### config.mk
export PLATFORM = sky130hd
export DESIGN_NAME = rr_arbiter4
export DESIGN_NICKNAME = d
export VERILOG_FILES = /design/src/rtl/rr_arbiter4.sv
export SDC_FILE = /design/constraint.sdc
export NUM_CORES = 1
export LEC_CHECK = 0
export CAP_MARGIN = 5
export CORE_MARGIN = 3
export CORE_UTILIZATION = 40
export CTS_BUF_LIST = sky130_fd_sc_hd__clkbuf_8
export DETAILED_ROUTE_END_ITERATION = 7
export DONT_BUFFER_PORTS = 1
export PLACE_DENSITY = 0.5
export SYNTH_ARGS = -nofsm -noshare
export SYNTH_HDL_FRONTEND = slang
export SYNTH_SLANG_ARGS = --single-unit
### constraint.sdc
create_clock -name clk -period 3.2 [get_ports clk]
set_input_delay 0.32 -clock clk [delete_from_list [all_inputs] [get_ports clk]]
set_output_delay 0.32 -clock clk [all_outputs]
set_load 0.01 [all_outputs]
### src/rtl/rr_arbiter4.sv
// Four-requester round-robin arbiter with a rotating priority pointer and a
// programmable hold limit. Outputs are registered; a grant is held while its
// owner keeps requesting, and is forcibly handed off after MAX_HOLD cycles if
// another requester is waiting.
module rr_arbiter4 #(
  parameter int unsigned MAX_HOLD = 8
) (
  input  logic       clk,
  input  logic       rst,
  input  logic [3:0] req,
  output logic [3:0] gnt,
  output logic [1:0] gnt_idx,
  output logic       gnt_valid
);

  typedef enum logic [0:0] {StIdle, StGrant} state_e;

  // Last hold_cnt value before the limit trips; unused when the limit is off.
  localparam bit         HoldEn   = (MAX_HOLD != 0);
  localparam logic [7:0] HoldLast = HoldEn ? 8'(MAX_HOLD - 1) : 8'd0;

  state_e     r_state;
  logic [3:0] r_gnt;
  logic [1:0] r_idx;
  logic       r_valid;
  logic [1:0] r_ptr;
  logic [7:0] r_hold_cnt;

  logic [3:0] w_others;
  logic       w_own_req;
  logic       w_limit;
  logic       w_release;
  logic [3:0] w_scan_vec;
  logic [1:0] w_scan_start;
  logic       w_win_found;
  logic [1:0] w_win_idx;

  // Release decision for the current owner and selection of the scan inputs.
  always_comb begin
    w_others     = req & ~r_gnt;
    w_own_req    = req[r_idx];
    w_limit      = HoldEn && (r_hold_cnt == HoldLast);
    w_release    = (r_state == StGrant) && (!w_own_req || (w_limit && (|w_others)));
    // In IDLE scan the raw request from ptr; on release skip the old owner.
    w_scan_vec   = (r_state == StIdle) ? req : w_others;
    w_scan_start = (r_state == StIdle) ? r_ptr : 2'(r_idx + 2'd1);
  end

  // Rotating priority scan: first set bit at offset 0..3 from the start wins.
  always_comb begin
    w_win_found = 1'b0;
    w_win_idx   = w_scan_start;
    // Walk from the farthest offset down so the nearest set bit is kept.
    for (int i = 3; i >= 0; i--) begin
      if (w_scan_vec[w_scan_start + 2'(i)]) begin
        w_win_found = 1'b1;
        w_win_idx   = w_scan_start + 2'(i);
      end
    end
  end

  // Arbitration FSM with registered grant outputs.
  always_ff @(posedge clk or posedge rst) begin
    if (rst) begin
      r_state    <= StIdle;
      r_gnt      <= 4'b0000;
      r_idx      <= 2'd0;
      r_valid    <= 1'b0;
      r_ptr      <= 2'd0;
      r_hold_cnt <= 8'd0;
    end else begin
      case (r_state)
        StIdle: begin
          if (w_win_found) begin
            r_state    <= StGrant;
            r_gnt      <= 4'(4'b0001 << w_win_idx);
            r_idx      <= w_win_idx;
            r_valid    <= 1'b1;
            r_hold_cnt <= 8'd0;
          end
        end
        StGrant: begin
          if (w_release) begin
            r_ptr      <= 2'(r_idx + 2'd1);
            r_hold_cnt <= 8'd0;
            if (w_win_found) begin
              // Direct handoff, no idle cycle between owners.
              r_gnt <= 4'(4'b0001 << w_win_idx);
              r_idx <= w_win_idx;
            end else begin
              r_state <= StIdle;
              r_gnt   <= 4'b0000;
              r_idx   <= 2'd0;
              r_valid <= 1'b0;
            end
          end else if (w_limit) begin
            // Sole requester at the limit keeps the grant; restart the count.
            r_hold_cnt <= 8'd0;
          end else if (r_hold_cnt != 8'hFF) begin
            r_hold_cnt <= r_hold_cnt + 8'd1;
          end
        end
        default: begin
          r_state <= StIdle;
        end
      endcase
    end
  end

  assign gnt       = r_gnt;
  assign gnt_idx   = r_idx;
  assign gnt_valid = r_valid;

endmodule
### After elaboration in Yosys (flattened, before gate mapping)

Cells that the tools add are included.

* add/sub/neg operators: 5
* magnitude comparators: 5
* equality and inequality tests: 6
* shifts and indexed selects: 1
* multiplexer cells: 40
* bitwise operators: 3
* reduce and logical (&&, ||, !) cells: 9

Operators with widths (number)
* two-way mux 8 bit: 4
* two-way mux 2 bit: 8
* two-way mux 4 bit: 4
* case mux 8 bit (2 select lines): 1
* < comparator 2 x 3 -> 1 bit, second input constant: 5
* two-way mux 1 bit: 14
* binary-select mux 1 bit (select 2 bit): 5
* adder 8 x 1 -> 8 bit, second input constant: 1
* == test 8 x 3 -> 1 bit, second input constant: 1
* != test 8 bit, second input constant: 1
* case mux 4 bit (2 select lines): 1
* AND reduction 2 bit: 3
* adder 2 x 1 -> 2 bit, second input constant: 2
* adder 2 bit, second input constant: 2
* AND 4 bit: 1
* != test 2 bit, second input constant: 2
* != test 4 x 1 -> 1 bit, second input constant: 1
* inverter 4 bit: 1
* case mux 1 bit (2 select lines): 2
* case mux 2 bit (2 select lines): 1
* OR reduction 4 bit: 1
* left shift 1 x 2 -> 4 bit, first input constant: 1
* AND reduction 3 bit: 1
* logical AND 1 bit: 2
* 4 further kinds: 4

* register bits: 18
* bits of input ports: 6
* output and inout port bits: 7

### Depth between registers and ports, before layout

* word-level depth: 13
* depth in mapped cells: 7
* gate-level depth less buffers: 6

### Worst setup path after synthesis

No wires, ideal clock.

* path kind: register to register
* start point: reg r_hold_cnt[3]
* end point: reg r_idx[1], in the netlist gnt_idx[1]
* setup time: 0.121 ns
* arrival time: 1.999 ns
* required time: 3.079 ns
* slack: 1.080 ns
* stages on the path, launching flop included: 6
* path buffers: 0
* clock period less this slack: 2.120 ns
* path through: dfrtp_1 > or4_4 > or3_4 > o21a_4 > or2_1 > a22o_1

* cells in the longest elaborated chain, start to end: 6

RTL lines
* start, declared: line 27 `logic [7:0] r_hold_cnt;`
* start signal, assigned: line 100 `r_hold_cnt <= r_hold_cnt + 8'd1;`
* == test 8 x 3 -> 1 bit: line 42 `w_limit = HoldEn && (r_hold_cnt == HoldLast);`
* logical AND 1 bit: line 43 `w_release = (r_state == StGrant) && (!w_own_req || (w_limit && (|w_others)));`
* logical OR 1 bit: line 43
* logical AND 1 bit: line 43
* != test 2 x 1 -> 1 bit (no line)
* AND reduction 2 bit (no line)
* end signal, assigned: line 77 `r_idx <= w_win_idx;`
* end signal, assigned: line 89 `r_idx <= w_win_idx;`
* end, declared: line 24 `logic [1:0] r_idx;`

No other way between the ends.
A chain may end at the register's enable or synchronous reset.

### Worst setup path in the final report

* start point: reg r_state
* end point: reg r_hold_cnt[5]

* cells in the longest elaborated chain, start to end: 10
* elaborated cells on any way between the ends: 24
* classes of those cells: add/sub: 3; eq/ne: 2; mux: 16; bitwise: 1; reduce/logical: 2

RTL lines
* start, declared: line 22 `state_e r_state;`
* start signal, assigned: line 65 `r_state <= StIdle;`
* start signal, assigned: line 75 `r_state <= StGrant;`
* start signal, assigned: line 91 `r_state <= StIdle;`
* two-way mux 2 bit: line 46 `w_scan_start = (r_state == StIdle) ? r_ptr : 2'(r_idx + 2'd1);`
* adder 2 bit: line 55 `if (w_scan_vec[w_scan_start + 2'(i)]) begin`
* binary-select mux 1 bit (select 2 bit): line 55
* two-way mux 1 bit (not written as such): line 55
* two-way mux 1 bit (4 in series): line 55
* != test 2 bit (no line)
* AND reduction 2 bit (no line)

Several ways; a longest one is shown, not always the timed one. The select of a mux whose other input is x is not followed.

==> metrics.md <==
| Metric | Value |
|---|---|
| Max VDD drop | `259 µV` |
| Synth Flop Type | `dfrtp_1` |
| Worst slack, placed | `872 ps` |
| DIE WIDTH | `60.7 µm` |
| Clk_skew | `1.51 ps` |
| Remaining DRCs | `0` |
| RR Endpoint | `r_hold_cnt[5]` |
| Sw frac | `41.2%` |
| Largest net degree at the start of global routing | `20` |
| Fmax achieved | `424 MHz` |
| PortBufs | `0` |
| WL final | `2690 µm` |
| Worst setup margin | `842 ps` |
| Seq pwr share | `36.2%` |
| Syn-to-layout area delta | `7.43%` |
| Clock power share | `16.3%` |
| Post-CTS Resized | `0` |
| Min cycle time layout | `2360 ps` |
| Core Box Area | `0.00281 mm²` |
| Vias in the first global route | `1,005` |
| EDFF count, synth | `0` |
| Synth Register Bits | `18` |
| Critical path cell sequence | `a21boi_1, nor4_1, buf_4, ha_1, a31oi_1, nand2_1, o31ai_1` |
| WP data arrival | `between 2000 and 3000 ps` |
| Finished Cell Area | `0.00128 mm²` |
| Setup violators final | `0` |
| Global-route congestion overflow total | `0` |
| CTS HTree Levels | `1` |
| Design internal power | `between 0.0006 and 0.0007 W` |
| Reg clk slew, reported paths | `70 ps` |
| DP Wirelength | `about 2000 µm` |
| Req. time, crit path | `3350 ps` |
| Initial antenna violation count | `0` |
| Crit share post-route | `73.7%` |
| Starting DRC count in detailed routing | `96` |
| Post-Syn Area | `approximately 0.0012 mm²` |
| Vias per cell | `6.34` |
| Slew headroom | `40.6%` |
| FP Rows | `19` |
| CTS tree | `yes` |
| Area leader, netlist | `dfrtp_1` |
| Design Power | `around 0.0011 W` |
| Hold crit path type | `input pin to asynchronous set/reset pin` |
| Clock latency on the worst-skew pair | `about 250 ps` |
| Synthesized instance count | `125` |
| Setup_tns | `0 ps` |
| DR pass1 iterations | `4` |
| Post-synth ARST share | `100%` |
| RSZ-0062 raised after global routing | `no` |
| Final #Nets | `~140` |
| Clk buf depth | `2` |
| Critical Path End Type | `register` |
| Top cell type's share of synthesized area | `between 30% and 40%` |
| Final Core Density | `45.8%` |
| Fin. Hold Viols | `0` |
| Critical Path Sink | `r_hold_cnt[5]` |
| Logic pwr share | `47.5%` |
| Warnings, synthesis | `0` |
| Slowest cell on crit path | `dfrtp_1` |
| CP Launch Type | `register` |
| # IOs | `13` |
| Initial Util | `42.6%` |
| Synth unique cells | `just over 50` |
| Gp weighted congestion | `0.860` |
| Status | `completed` |
| Register area share after synthesis | `between 30% and 40%` |
| Global-route wire length before repair | `4550 µm` |
| FF-to-FF setup slack | `840 ps` |
| Chip height | `about 60 µm` |
| WS Path Type | `register to register` |
| Reg2Reg Depth | `7` |
| Post-CTS Hold Buffers | `0` |
| Syn avg cell area | `9.56 µm²` |
| Die area | `0.00368 mm²` |
| Net Count, Synth | `133` |
| Fraction of final layout cells sized beyond drive strength 1 | `14.2%` |
| Pwr Density | `865 mW/mm²` |
| Final Max Tran Viols | `0` |
| Clock sinks | `18` |
| Placed Area | `0.00123 mm²` |
| Crit. Startpoint | `r_state` |
| Postcts setup bufs | `0` |
| Max Cap Viol | `0` |
| Antenna cells | `0` |
| Root buffer cell | `clkbuf_8` |
| Vias | `1,001` |
| Sw power | `0.000458 W` |
| Num CTS Buffers | `3` |
| Leakage | `0.561 nW` |
| Largest cells by area after synthesis | `dfrtp_1, nand2_1, a32o_1, nor2_1, or3b_2` |
| R2R Path Start | `r_state` |
| Tot GR Track Use | `~16%` |
| Wire per inst | `17.0 µm` |
| Worst-Margin Slew | `868 ps` |
| CP Max Fanout | `19` |
| Post-route ant nets | `0` |
| Biggest cell delay along the critical path | `570 ps` |
## cell usage after synthesis, types with 3 or more instances
cell,n
nor2b_1,3
nor2_1,7
a21boi_1,3
nor3_1,4
a32o_1,4
nand3_1,5
nand2_1,11
nand3b_1,3
a21boi_0,3
o21ai_0,5
or3b_2,3
inv_1,5
dfrtp_1,18
## power groups by stage
stage	registers [W]	logic [W]	clock network [W]
floorplan	0.000358	0.000454	0
global placement	0.000405	0.000526	0
detailed placement	0.000407	0.000519	0
CTS	0.000403	0.000523	0.000189
global route	0.000414	0.000595	0.000201
finish	0.000402	0.000527	0.000181
## critical path, delay by kind of cell, from the launching register on
kind / cells / cell delay (ps)
buffers and inverters: 1 / 160
AND/OR/NAND/NOR: 2 / 230
AO/OA/AOI/OAI: 3 / 1050
adder cells (fa/ha/maj): 1 / 250
flip-flops: 1 / 570
## routing by layer
layer  up-vias  track usage, %  part of all wire (%)
met2        23            27.8                    52
met1       488            20.8                    43
met4         0            5.26                  0.52
met3         4            2.98                   4.4
met5         -               0                     0
li1        486               -                     -
## state kept, by name (all words and copies together), names as in the netlist
| signal | count |
|---|---|
| r_hold_cnt | 8 |
| gnt_idx | 2 |
| r_state | 1 |
| gnt_valid | 1 |
| r_ptr | 2 |
| gnt | 4 |
## cell type report
type	instances	area [µm²]
Timing Repair Buffer	1	7.51
Inverter	5	18.8
Tap cell	31	38.8
Fill cell	271	1520
Sequential cell	18	450
Clock buffer	4	55.1
Multi-Input combinational cell	99	713
## metrics by stage
step,instances,hold slack [ps]
after CTS,158,76.2
after global routing,158,120
after global placement,154,342
after detailed placement,154,353
final,158,52.4
after floorplan,125,259
## worst min path at each step
stage	slack [ps]	from	endpoint	depth (start not counted)
6_report	50	rst	r_hold_cnt[5]	1
5_1_grt	120	rst	r_hold_cnt[5]	1
4_1_cts	80	rst	r_hold_cnt[5]	1
3_5_place_dp	350	rst	r_hold_cnt[2]	1
3_3_place_gp	340	rst	r_hold_cnt[2]	1
2_1_floorplan	260	rst	gnt[0]	1
## cell usage in the layout (no fill, tap or decap), types with 3 or more instances in the layout
| master | instances |
|---|---|
| a21boi_0 | 3 |
| a21boi_1 | 3 |
| a32o_1 | 4 |
| clkbuf_8 | 4 |
| dfrtp_1 | 18 |
| inv_1 | 5 |
| nand2_1 | 11 |
| nand3_1 | 5 |
| nand3b_1 | 3 |
| nor2_1 | 7 |
| nor2b_1 | 3 |
| nor3_1 | 4 |
| o21ai_0 | 5 |
| or3b_2 | 3 |
## cell families (layout without fill, tap and decap cells)
logic type | Yosys count | in the layout | share of synthesized area, %
AND/OR/NAND/NOR | 50 | 50 | 23.6
AO/OA/AOI/OAI | 42 | 42 | 28.8
adder cells (fa/ha/maj) | 2 | 2 | 2.09
XOR/XNOR | 1 | 1 | 0.733
buffers and inverters | 8 | 10 | 2.62
multiplexers | 4 | 4 | 4.50
flip-flops | 18 | 18 | 37.7
(Power assumes the default switching activity.)
